--- config.mk ---
export PLATFORM = sky130hd
export DESIGN_NAME = irq_ctrl
export DESIGN_NICKNAME = d
export VERILOG_FILES = /design/src/rtl/irq_pkg.sv /design/src/rtl/irq_prio_sel.sv /design/src/rtl/irq_ctrl.sv
export SDC_FILE = /design/constraint.sdc
export NUM_CORES = 1
export LEC_CHECK = 0
export BUFFER_PORTS_ARGS = -buffer_cell sky130_fd_sc_hd__buf_2
export CORE_MARGIN = 2
export CORE_UTILIZATION = 30
export CTS_CLUSTER_SIZE = 10
export DETAILED_ROUTE_END_ITERATION = 6
export PLACE_DENSITY = 0.56
export SYNTH_ARGS = -nofsm -noshare
export SYNTH_HDL_FRONTEND = slang
export SYNTH_HIERARCHICAL = 1
export SYNTH_SLANG_ARGS = --single-unit
--- constraint.sdc ---
create_clock -name i_clk -period 1.6 [get_ports i_clk]
set_clock_uncertainty 0.2 [all_clocks]
set_input_delay 0.32 -clock i_clk [delete_from_list [all_inputs] [get_ports i_clk]]
set_output_delay 0.32 -clock i_clk [all_outputs]
set_load 0.1 [all_outputs]
--- src/rtl/irq_pkg.sv ---
// Shared types and constants for the interrupt controller.
// Build option: define IRQ_RR_EN for round-robin source selection;
// leave it undefined for fixed priority (lowest index wins).
package irq_pkg;

   // Request handshake states
   typedef enum logic [1:0] {
      IRQ_IDLE = 2'd0,
      IRQ_REQ  = 2'd1,
      IRQ_SVC  = 2'd2
   } irq_state_t;

   localparam int IRQ_NUM_SRC_DEF = 4;

   // Well-known source positions on the interrupt vector
   localparam int IRQ_SRC_DMA = 0;
   localparam int IRQ_SRC_WDT = 1;

endpackage : irq_pkg

--- src/rtl/irq_prio_sel.sv ---
// Combinational source selector: picks one index from the eligible vector.
// Build option IRQ_RR_EN: round-robin search starting after i_last_grant.
// Default build: fixed priority, lowest set index wins.
module irq_prio_sel
   import irq_pkg::*;
#(
   parameter int NUM_SRC = IRQ_NUM_SRC_DEF,
   parameter int ID_W    = $clog2(NUM_SRC)
) (
   input  logic [NUM_SRC-1:0] i_eligible,
`ifdef IRQ_RR_EN
   input  logic [ID_W-1:0]    i_last_grant,
`endif
   output logic               o_valid,
   output logic [ID_W-1:0]    o_sel_id
);

`ifdef IRQ_RR_EN
   logic            w_hi_valid;
   logic [ID_W-1:0] w_hi_id;
   logic            w_lo_valid;
   logic [ID_W-1:0] w_lo_id;

   // Two descending scans: indices above the last grant first, then the
   // wrapped range from zero up to and including the last grant.
   always_comb begin
      w_hi_valid = 1'b0;
      w_hi_id    = '0;
      w_lo_valid = 1'b0;
      w_lo_id    = '0;
      for (int j = NUM_SRC - 1; j >= 0; j--) begin
         if (i_eligible[j] && (j > int'(i_last_grant))) begin
            w_hi_valid = 1'b1;
            w_hi_id    = ID_W'(j);
         end
         if (i_eligible[j] && (j <= int'(i_last_grant))) begin
            w_lo_valid = 1'b1;
            w_lo_id    = ID_W'(j);
         end
      end
      o_valid  = w_hi_valid | w_lo_valid;
      o_sel_id = w_hi_valid ? w_hi_id : w_lo_id;
   end
`else
   // Descending scan so the lowest eligible index is the last one written
   always_comb begin
      o_valid  = 1'b0;
      o_sel_id = '0;
      for (int j = NUM_SRC - 1; j >= 0; j--) begin
         if (i_eligible[j]) begin
            o_valid  = 1'b1;
            o_sel_id = ID_W'(j);
         end
      end
   end
`endif

endmodule : irq_prio_sel

--- src/rtl/irq_ctrl.sv ---
// Interrupt controller: edge capture into pending bits, enable masking,
// source selection and a claim/complete handshake with the CPU.
// Build option IRQ_RR_EN: round-robin selection with a last-grant register;
// default build uses fixed priority.
module irq_ctrl
   import irq_pkg::*;
#(
   parameter int NUM_SRC = IRQ_NUM_SRC_DEF,
   parameter int ID_W    = $clog2(NUM_SRC)
) (
   input  logic               i_clk,
   input  logic               i_rst,
   input  logic [NUM_SRC-1:0] i_src_irq,
   input  logic               i_en_wr,
   input  logic [NUM_SRC-1:0] i_en_wdata,
   output logic [NUM_SRC-1:0] o_en_mask,
   output logic [NUM_SRC-1:0] o_pending,
   input  logic               i_cpu_stall,
   input  logic               i_claim,
   input  logic               i_complete,
   output logic               o_irq_out,
   output logic [ID_W-1:0]    o_claim_id,
   output logic               o_busy
);

   logic [NUM_SRC-1:0] r_src_q;
   logic [NUM_SRC-1:0] r_pending;
   logic [NUM_SRC-1:0] r_en_mask;
   irq_state_t         r_state;
   logic [ID_W-1:0]    r_claim_id;
   logic               r_irq_out;
   logic               r_busy;

   logic [NUM_SRC-1:0] w_edge;
   logic [NUM_SRC-1:0] w_eligible;
   logic [NUM_SRC-1:0] w_clr;
   logic               w_sel_valid;
   logic [ID_W-1:0]    w_sel_id;
   irq_state_t         w_state_nxt;
   logic               w_claim_acc;

   assign w_edge     = i_src_irq & ~r_src_q;
   assign w_eligible = r_pending & r_en_mask;
   assign w_clr      = w_claim_acc ? (NUM_SRC'(1) << r_claim_id) : '0;

`ifdef IRQ_RR_EN
   logic [ID_W-1:0] r_last_grant;

   // Remember the most recently claimed source to rotate the search start
   always_ff @(posedge i_clk) begin
      if (i_rst) begin
         r_last_grant <= ID_W'(NUM_SRC - 1);
      end else if (w_claim_acc) begin
         r_last_grant <= r_claim_id;
      end
   end

   irq_prio_sel #(
      .NUM_SRC (NUM_SRC),
      .ID_W    (ID_W)
   ) u_sel (
      .i_eligible   (w_eligible),
      .i_last_grant (r_last_grant),
      .o_valid      (w_sel_valid),
      .o_sel_id     (w_sel_id)
   );
`else
   irq_prio_sel #(
      .NUM_SRC (NUM_SRC),
      .ID_W    (ID_W)
   ) u_sel (
      .i_eligible (w_eligible),
      .o_valid    (w_sel_valid),
      .o_sel_id   (w_sel_id)
   );
`endif

   // Edge detect history, pending capture (set beats clear) and enable mask
   always_ff @(posedge i_clk) begin
      if (i_rst) begin
         r_src_q   <= '0;
         r_pending <= '0;
         r_en_mask <= '0;
      end else begin
         r_src_q   <= i_src_irq;
         r_pending <= (r_pending & ~w_clr) | w_edge;
         if (i_en_wr) begin
            r_en_mask <= i_en_wdata;
         end
      end
   end

   // Next-state logic; a request whose source lost eligibility is cancelled
   // before a claim is considered so a masked source is never claimed
   always_comb begin
      w_state_nxt = r_state;
      w_claim_acc = 1'b0;
      case (r_state)
         IRQ_IDLE: begin
            if (w_sel_valid) begin
               w_state_nxt = IRQ_REQ;
            end
         end
         IRQ_REQ: begin
            if (!w_eligible[r_claim_id]) begin
               w_state_nxt = IRQ_IDLE;
            end else if (i_claim && !i_cpu_stall) begin
               w_claim_acc = 1'b1;
               w_state_nxt = IRQ_SVC;
            end
         end
         IRQ_SVC: begin
            if (i_complete && !i_cpu_stall) begin
               w_state_nxt = IRQ_IDLE;
            end
         end
         default: begin
            w_state_nxt = IRQ_IDLE;
         end
      endcase
   end

   // State register, latched request ID and registered handshake outputs
   always_ff @(posedge i_clk) begin
      if (i_rst) begin
         r_state    <= IRQ_IDLE;
         r_claim_id <= '0;
         r_irq_out  <= 1'b0;
         r_busy     <= 1'b0;
      end else begin
         r_state   <= w_state_nxt;
         r_irq_out <= (w_state_nxt == IRQ_REQ);
         r_busy    <= (w_state_nxt == IRQ_SVC);
         if ((r_state == IRQ_IDLE) && w_sel_valid) begin
            r_claim_id <= w_sel_id;
         end
      end
   end

   assign o_en_mask  = r_en_mask;
   assign o_pending  = r_pending;
   assign o_irq_out  = r_irq_out;
   assign o_claim_id = r_claim_id;
   assign o_busy     = r_busy;

endmodule : irq_ctrl

==> run_summary.xml <==
<?xml version="1.0" encoding="UTF-8"?>
<metrics>
  <group name="final_layout">
    <metric name="final-seq-area" unit="µm²">398</metric>
    <metric name="layout.filler_cells" unit="">247</metric>
    <metric name="post_route_cells_drive_above_1_share" unit="%">40.4</metric>
    <metric name="stdcell_area" unit="µm²">1130</metric>
    <metric name="antenna_cells" unit="">0</metric>
    <metric name="area_delta_synth_final" unit="%">51.9</metric>
    <metric name="layout.nets" unit="">124</metric>
    <metric name="area_of_the_multi_input_gates" unit="µm²">354</metric>
  </group>
  <group name="clocking">
    <metric name="tritoncts" unit="">built</metric>
    <metric name="cts.reportedPaths.clkPinSlew" unit="ns">0.10</metric>
    <metric name="worst_skew_pair.late_latency" unit="ns">0.29</metric>
    <metric name="cts_root_buffer_type" unit="">clkbuf_4</metric>
    <metric name="cts-buffers-inserted" unit="">3</metric>
    <metric name="cts_num_sinks" unit="">18</metric>
    <metric name="clockBufferDepth" unit="">2</metric>
    <metric name="post-cts-setup-buffers" unit="">0</metric>
    <metric name="cts_hold_buf" unit="">0</metric>
    <metric name="cts.repair.resized" unit="">0</metric>
    <metric name="h-tree-depth" unit="">1</metric>
  </group>
  <group name="timing">
    <metric name="hold-worst-slack" unit="ns">0.0504</metric>
    <metric name="period_minus_slack" unit="ns">1.54</metric>
    <metric name="fin_ws" unit="ns">0.0648</metric>
    <metric name="setup_viol" unit="">0</metric>
    <metric name="post-route-period-util" unit="%">96.0</metric>
    <metric name="rsz0062_at_grt" unit="">no</metric>
    <metric name="max-slew-margin-rel" unit="%">68.0</metric>
    <metric name="tightest_slew" unit="ns">0.483</metric>
    <metric name="report.final.hold_viol_count" unit="">0</metric>
    <metric name="setup_total_negative_slack" unit="ns">0</metric>
    <metric name="maxSlewViolCount" unit="">0</metric>
    <metric name="clock.fmax" unit="GHz">0.651</metric>
  </group>
  <group name="worst_hold_path">
    <metric name="min-delay-start" unit="">i_src_irq[0]</metric>
    <metric name="worstHoldPathCells" unit="">2</metric>
    <metric name="hold-path-endpoint" unit="">r_src_q[0]</metric>
    <metric name="min_path_type" unit="">input pin to register</metric>
  </group>
  <group name="global_routing">
    <metric name="overflow" unit="">0</metric>
    <metric name="gr-usage-all-layers" unit="%">11.9</metric>
    <metric name="vias_in_the_first_global_route" unit="">604</metric>
    <metric name="antenna_violations_before_repair" unit="">0</metric>
    <metric name="grt_pass1_wl" unit="µm">2480</metric>
    <metric name="grt_start_max_net_pins" unit="">19</metric>
  </group>
  <group name="yosys">
    <metric name="postSynthRegisterBits" unit="">18</metric>
    <metric name="synth-warning-count" unit="">6</metric>
    <metric name="synth_sequential_area_ratio" unit="%">48.2</metric>
    <metric name="post_synth_instance_area" unit="µm²">747</metric>
    <metric name="synth_top_area_cell" unit="">dfxtp_1</metric>
    <metric name="synth.avg_cell_area" unit="µm²">9.11</metric>
    <metric name="synth_cells" unit="">82</metric>
    <metric name="synth_area_leaders" unit="">dfxtp_1 48%, mux2i_1 8.0%, nand2b_1 5.0%, inv_1 4.5%, nor2b_1 4.2%</metric>
    <metric name="synth.top_cell.area_share" unit="%">48.2</metric>
    <metric name="synth.net_count" unit="">96</metric>
    <metric name="yosysUniqueCellTypes" unit="">20</metric>
  </group>
  <group name="setup_path">
    <metric name="cpLargestDelayFamily" unit="">buffers and inverters</metric>
    <metric name="cp_data_arrival_time" unit="ns">1.02</metric>
    <metric name="worst_path_max_delay_cell" unit="">buf_2</metric>
    <metric name="worstPathRequired" unit="ns">1.08</metric>
    <metric name="reg2reg_depth" unit="">2</metric>
    <metric name="critical_path.endpoint_type" unit="">output port</metric>
    <metric name="cp_num_buf_inv" unit="">1</metric>
    <metric name="crit-reg2reg-capture" unit="">r_state[1]</metric>
    <metric name="reg2reg_slack" unit="ns">0.09</metric>
    <metric name="cp_max_fo" unit="">1</metric>
    <metric name="crit-reg2reg-launch" unit="">o_claim_id[0]</metric>
    <metric name="crit_path_max_incr_delay" unit="ns">0.41</metric>
    <metric name="setup.worst_path.start_class" unit="">register</metric>
    <metric name="crit_chain" unit="">buf_2</metric>
    <metric name="setup.worst_path.class" unit="">register to output port</metric>
  </group>
  <group name="routing">
    <metric name="wl" unit="µm">1520</metric>
    <metric name="drt-initial-drc-count" unit="">7</metric>
    <metric name="detail_route.wl_per_cell" unit="µm">10.9</metric>
    <metric name="drt-pass1-iter-count" unit="">3</metric>
    <metric name="routed_via_density" unit="">4.58</metric>
    <metric name="via_count" unit="">637</metric>
    <metric name="route.detailed.drc" unit="">0</metric>
    <metric name="final_antenna_net_count" unit="">0</metric>
  </group>
  <group name="place">
    <metric name="dpl_cell_area" unit="µm²">1110</metric>
    <metric name="io_buffer_count" unit="">25</metric>
    <metric name="place_worst_setup_slack" unit="ns">0.0770</metric>
    <metric name="gpl.final_weighted_congestion" unit="">0.810</metric>
    <metric name="dp.final_hpwl" unit="µm">1160</metric>
  </group>
  <group name="power">
    <metric name="report.power.total" unit="mW">0.983</metric>
    <metric name="peakVddDrop" unit="µV">499</metric>
    <metric name="power_density" unit="nW/µm²">867</metric>
    <metric name="power.leakage" unit="nW">0.480</metric>
  </group>
  <group name="floorplanning">
    <metric name="die_y" unit="µm">53.9</metric>
    <metric name="placementRows" unit="">18</metric>
    <metric name="boundaryPins" unit="">26</metric>
    <metric name="core" unit="µm²">2410</metric>
    <metric name="initial_utilization" unit="%">31.0</metric>
    <metric name="dieWidth" unit="µm">53.9</metric>
    <metric name="die-area" unit="µm²">2910</metric>
  </group>
  <group name="run_status">
    <metric name="outcome" unit="">finished clean</metric>
  </group>
  <group name="job">
    <metric name="max_cap_violations" unit="">0</metric>
  </group>
</metrics>
-- sequential cells by signal, indices dropped and copies added, names as in the netlist --
register / count
o_pending: 4
o_claim_id: 2
o_irq_out: 1
o_en_mask: 4
r_src_q: 4
r_state: 2
o_busy: 1
-- placed cells by master (no fill, tap or decap), types with 2 or more instances in the layout --
master	instances
o21ai_0	3
a21oi_1	4
o31ai_1	4
nand2b_1	6
buf_12	10
nor2b_1	5
buf_2	14
o41ai_1	2
inv_1	8
dfxtp_4	10
nor2_1	8
clkbuf_4	4
nand2_1	6
mux2i_1	6
dfxtp_1	8
-- per-layer routing --
metal | vias to the layer above | GRT usage (%) | part of all wire, % | wire (µm)
met3 | 4 | 1.67 | 3.3 | 50
met5 | - | 0 | 0 | 0
met4 | 0 | 8.55 | 1.8 | 27
li1 | 329 | - | - | -
met2 | 12 | 18.9 | 49 | 737
met1 | 292 | 14.8 | 46 | 699
-- cells in the mapped netlist --
library cell   n
dfxtp_1       18
inv_1          9
nor2_1         8
nand2_1        7
mux2i_1        6
nand2b_1       6
nor2b_1        5
a21oi_1        4
o31ai_1        4
o21ai_0        3
nor3b_1        2
o41ai_1        2
a21oi_2        1
buf_1          1
buf_2          1
clkbuf_1       1
mux4_2         1
nand4bb_1      1
nor3_1         1
or4b_1         1
-- through the flow --
step           util (%)  instances
3_5_place_dp       45.9        135
4_1_cts            47.0        139
5_1_grt            47.1        139
6_report           47.1        139
2_1_floorplan         -         82
3_3_place_gp       45.9        135
-- how the worst max path moves through the flow --
| stage | startpoint | cells past startpoint | to | slack, ns |
|---|---|---|---|---|
| final | o_busy | 1 | o_busy | 0.06 |
| after global routing | o_en_mask[1] | 7 | o_claim_id[1] | 0.004 |
| after CTS | o_busy | 1 | o_busy | 0.05 |
| after detailed placement | i_cpu_stall | 4 | o_pending[2] | 0.08 |
| after global placement | i_cpu_stall | 4 | o_pending[0] | 0.1 |
| after floorplan | o_en_mask[1] | 3 | o_busy | 0.01 |
-- layout make-up --
cell class	count	area share [%]
repair buffers	26	25.1
flip-flops and latches	18	35.1
well taps	30	3.31
clock buffers	4	2.32
inverters	9	2.98
multi-input cells	52	31.2
-- power by group --
| group | internal, mW | switching [mW] |
|---|---|---|
| registers | 0.465 | 0.0254 |
| clock network | 0.0970 | 0.134 |
| logic | 0.100 | 0.161 |
-- worst register-to-register path, cell delays in order (launching register included) --
cell	delay, ns
dfxtp_4	0.41
mux4_2	0.56
o31ai_1	0.24
-- kinds of logic after synthesis --
logic type             Yosys count  share of synthesized area [%]
and+or+nand+nor                 31                           22.3
AOI/OAI and AO/OA               14                           12.2
muxes                            7                           11.1
DFF                             18                           48.2
buffers and inverters           12                           6.20
(Power assumes the default switching activity.)
